===== config.mk =====
export PLATFORM = sky130hd
export DESIGN_NAME = ascii_hex_parser
export DESIGN_NICKNAME = d
export VERILOG_FILES = /design/src/rtl/ascii_hex_parser.sv
export SDC_FILE = /design/constraint.sdc
export NUM_CORES = 1
export LEC_CHECK = 0
export ABC_CLOCK_PERIOD_IN_PS = 3300
export CAP_MARGIN = 10
export CORE_MARGIN = 2
export CORE_UTILIZATION = 55
export CTS_BUF_LIST = sky130_fd_sc_hd__clkbuf_4 sky130_fd_sc_hd__clkbuf_8
export DETAILED_ROUTE_END_ITERATION = 10
export PLACE_DENSITY = 0.79
export SLEW_MARGIN = 20
export SYNTH_ARGS = -nofsm -noshare
export SYNTH_HDL_FRONTEND = slang
export SYNTH_SLANG_ARGS = --single-unit

===== constraint.sdc =====
create_clock -name clk -period 3.3 [get_ports clk]
set_input_delay 0.66 -clock clk [delete_from_list [all_inputs] [get_ports clk]]
set_output_delay 0.66 -clock clk [all_outputs]
set_load 0.1 [all_outputs]

===== src/rtl/ascii_hex_parser.sv =====
// ASCII hex token parser: accumulates hex digits into a word, emits it on a separator.
// Optional character echo output enabled by defining ASCII_HEX_ECHO_EN.
module ascii_hex_parser #(
  parameter int DIGITS = 8
) (
  input  logic                         clk,
  input  logic                         rst_n,
  input  logic                         in_valid,
  output logic                         in_ready,
  input  logic [7:0]                   in_data,
  output logic                         out_valid,
  input  logic                         out_ready,
  output logic [4*DIGITS-1:0]          out_value,
  output logic [$clog2(DIGITS+1)-1:0]  out_count,
`ifdef ASCII_HEX_ECHO_EN
  output logic                         echo_valid,
  output logic [7:0]                   echo_data,
`endif
  output logic                         out_err
);
  localparam int W  = 4 * DIGITS;
  localparam int CW = $clog2(DIGITS + 1);
  localparam logic [CW-1:0] MAXC = CW'(DIGITS);

  typedef enum logic [1:0] {IDLE, ACCUM, SKIP, EMIT} state_e;

  state_e          state_q, state_d;
  logic [W-1:0]    acc_q, acc_d;
  logic [CW-1:0]   cnt_q, cnt_d;
  logic [W-1:0]    val_q, val_d;
  logic [CW-1:0]   ocnt_q, ocnt_d;
  logic            err_q, err_d;
  logic            rdy_q, vld_q;
  logic            is_dig, is_sep, in_xfer, out_xfer;
  logic [3:0]      nib;

  assign in_xfer  = in_valid && rdy_q;
  assign out_xfer = vld_q && out_ready;

  always_comb begin
    is_dig = 1'b0;
    nib    = 4'h0;
    if (in_data >= 8'h30 && in_data <= 8'h39) begin
      is_dig = 1'b1;
      nib    = in_data[3:0];
    end else if ((in_data >= 8'h41 && in_data <= 8'h46) ||
                 (in_data >= 8'h61 && in_data <= 8'h66)) begin
      is_dig = 1'b1;
      nib    = in_data[3:0] + 4'd9;
    end
    is_sep = (in_data == 8'h20) || (in_data == 8'h0D) || (in_data == 8'h0A);
  end

  always_comb begin
    state_d = state_q;
    acc_d   = acc_q;
    cnt_d   = cnt_q;
    val_d   = val_q;
    ocnt_d  = ocnt_q;
    err_d   = err_q;
    case (state_q)
      IDLE: if (in_xfer) begin
        if (is_dig) begin
          acc_d   = W'(nib);
          cnt_d   = CW'(1);
          state_d = ACCUM;
        end else if (!is_sep) begin
          state_d = SKIP;
        end
      end
      ACCUM: if (in_xfer) begin
        if (is_sep) begin
          val_d   = acc_q;
          ocnt_d  = cnt_q;
          err_d   = 1'b0;
          state_d = EMIT;
        end else if (is_dig && cnt_q < MAXC) begin
          acc_d = (acc_q << 4) | W'(nib);
          cnt_d = cnt_q + CW'(1);
        end else begin
          // overflow digit or invalid character poisons the token
          state_d = SKIP;
        end
      end
      SKIP: if (in_xfer && is_sep) begin
        val_d   = '0;
        ocnt_d  = '0;
        err_d   = 1'b1;
        state_d = EMIT;
      end
      EMIT: if (out_xfer) begin
        acc_d   = '0;
        cnt_d   = '0;
        state_d = IDLE;
      end
      default: state_d = IDLE;
    endcase
  end

  always_ff @(posedge clk or negedge rst_n) begin
    if (!rst_n) begin
      state_q <= IDLE;
      acc_q   <= '0;
      cnt_q   <= '0;
      val_q   <= '0;
      ocnt_q  <= '0;
      err_q   <= 1'b0;
      rdy_q   <= 1'b0;
      vld_q   <= 1'b0;
    end else begin
      state_q <= state_d;
      acc_q   <= acc_d;
      cnt_q   <= cnt_d;
      val_q   <= val_d;
      ocnt_q  <= ocnt_d;
      err_q   <= err_d;
      rdy_q   <= (state_d != EMIT);
      vld_q   <= (state_d == EMIT);
    end
  end

  assign in_ready  = rdy_q;
  assign out_valid = vld_q;
  assign out_value = val_q;
  assign out_count = ocnt_q;
  assign out_err   = err_q;

`ifdef ASCII_HEX_ECHO_EN
  logic       echo_vld_q;
  logic [7:0] echo_dat_q;

  // lowercase a-f are folded to uppercase by clearing bit 5
  always_ff @(posedge clk or negedge rst_n) begin
    if (!rst_n) begin
      echo_vld_q <= 1'b0;
      echo_dat_q <= 8'h00;
    end else begin
      echo_vld_q <= in_xfer;
      if (in_xfer)
        echo_dat_q <= (in_data >= 8'h61 && in_data <= 8'h66) ?
                      {in_data[7:6], 1'b0, in_data[4:0]} : in_data;
    end
  end

  assign echo_valid = echo_vld_q;
  assign echo_data  = echo_dat_q;
`endif

endmodule

==> reports/metrics.yaml <==
leakagePower_nw: 1.95
yosys.cell_types.count: 44
multi_input_area_um2: 1240
clkSinkCount: 77
drt_pre_antenna_iters: 4
timing.critical_path.from_type: "input port"
avgSynthCellArea_um2: 13.0
yosysMostFrequentCell: "dfrtp_1"
io_pins: 51
maxCapViolCount: 0
dieHeight_um: 81.5
yosysWarnings: 0
final_nets: 338
synth_edf_count: 0
cts_tree: "built"
grt_max_degree: 78
start_util: 0.565
fin_cells: 394
critPathKind: "in -> reg"
min_period_over_period: 0.877
drc_errors: 0
worst_path_largest_cell_delay_ns: 0.77
antenna_left: 0
yosysSeqAreaShare: 0.583
hold_slack_ns: 0.440
grt_pass1_wl_um: 10900
fmax_mhz: 346
dp.cells: 379
slowest_stage: "nor4_4"
via_count: 2385
power_density_nw_per_um2: 577
synth.cell_area_um2: 3310
grt_pass1_vias: 2277
overflow: 0
hold_buffers: 0
setup_tns_ns: 0
drive_gt1_frac: 0.251
worstPathCellList: "clkdlybuf4s50_1 > inv_1 > ha_1 > o21bai_4 > a2111oi_2 > nor2_1 > nor4_4 > buf_12 > a22o_1"
gp_congestion: 0.822
slew_headroom: 0.383
clock_path_buffers: 2
synth_cells: 254
fin_ws_ns: 0.407
vias_per_cell: 6.05
maxSlewViolCount: 0
wire_per_inst_um: 16.7
antenna_cells: 0
setup_violations: 0
path_clk_slew_ns: 0.07
numCtsBuffers: 9
min_period_ns: 2.89
finalHoldViolCount: 0
fillers: 443
critPathBufInv: 3
clock-root-buffer: "clkbuf_8"
hold_class: "in -> async"
area.sequential_um2: 1930
ys_dominant_reg_cell: "dfrtp_1"
crit_family: "simple AND/OR/NAND/NOR gates"
cp_max_fo: 15
rsz0062_at_grt: "no"
worst_ep_required_time_ns: 3.58
die_w_um: 81.5
synth_top_area_share: 0.583
cp_data_arrival_time_ns: 3.17
portBuffers: 50
status: "completed"
netlist_top_cells_area: "dfrtp_1, a22o_1, ha_1"
drt_iter0_drc: 108
cts.htree.levels: 3
async_reset_ff_frac: 1.00
hpwl_um: 4480
end_kind: "flip-flop"
cts_resized: 0
clock_latency_ns: 0.35
tightestPinTransition_ns: 0.926
post_cts_buffers: 0
grt_use_total: 0.216
synth.top_cells.by_count: "dfrtp_1, a22o_1, nand2_1"
syn2layout_area_growth_pct: 20.6
core_area_um2: 5850
post-place-ws_ns: 0.0340
finClkSkew_ns: 0.0114
synth-seq-cells: 77
die_area_um2: 6650
ir_drop_mv: 0.381
antenna_found_initial: 0
synth_nets: 277
rows: 28
fin_util: 0.682
yosysTopAreaCell: "dfrtp_1"
drt-total-wl_um: 6570
==> path summary, 6_finish.rpt <==
path,from,endpoint,depth (start not counted),slack (ns)
worst max-delay path,in_data[1],acc_q[5]$_DFFE_PN0P_,9,0.41
worst min-delay path,rst_n,out_value[30]$_DFFE_PN0P_,1,0.44
worst max register to register,state_q[1]$_DFF_PN0_,acc_q[5]$_DFFE_PN0P_,6,0.87
worst min register to register,out_err$_DFFE_PN0P_,out_err$_DFFE_PN0P_,1,0.50
max in group asynchronous,rst_n,cnt_q[0]$_DFFE_PN0P_,1,2.24
min in group clk,out_err$_DFFE_PN0P_,out_err$_DFFE_PN0P_,1,0.50
==> power by group <==
part / switching (mW) / internal [mW] / total (mW)
Combinational: 0.434 / 0.212 / 0.647
Clock: 0.340 / 0.267 / 0.607
Sequential: 0.0517 / 0.996 / 1.05
Total: 0.826 / 1.48 / 2.30
==> registers in the layout, indices dropped and copies added, names as in the netlist <==
name       cells
acc_q         32
out_value     32
cnt_q          4
out_count      4
state_q        2
in_ready       1
out_err        1
out_valid      1
==> layer usage <==
| metal | share of wire | global-route usage | vias up |
|---|---|---|---|
| li1 | - | - | 1097 |
| met1 | 0.48 | 0.300 | 1214 |
| met2 | 0.46 | 0.334 | 64 |
| met3 | 0.045 | 0.0505 | 10 |
| met4 | 0.014 | 0.0797 | 0 |
| met5 | 0 | 0 | - |
==> layout make-up <==
type | instances | share of cell area
multi-input cells | 154 | 0.311
repair buffers | 67 | 0.136
flip-flops and latches | 77 | 0.483
clock buffers | 9 | 0.0311
well taps | 75 | 0.0235
inverters | 6 | 0.00565
clock inverters | 6 | 0.00973
==> cells by family (layout without fill, tap and decap cells) <==
kind of cell | Yosys count | count (layout) | share of synthesized area
AOI/OAI and AO/OA | 103 | 103 | 0.266
DFF | 77 | 77 | 0.583
buffers and inverters | 23 | 88 | 0.0443
xor gates and xnor gates | 2 | 2 | 0.00530
adders and majority gates | 11 | 11 | 0.0416
and+or+nand+nor | 38 | 38 | 0.0598
==> cell usage in the layout (no fill, tap or decap), drive strengths merged, types with 3 or more instances in the layout <==
cell,n
clkdlybuf4s50,10
clkbuf,9
nor4,3
a32o,3
o21ai,9
ha,11
a21oi,5
buf,57
nor2,8
and2,3
inv,7
a22o,69
clkinv,3
dfrtp,77
nand2,13
==> stage by stage <==
step	instance area, um^2	total power [mW]
global placement	3820	1.69
CTS	3990	2.31
detailed placement	3820	1.71
global route	3990	2.43
floorplan	3310	1.62
finish	3990	2.30
(Power assumes the default switching activity.)
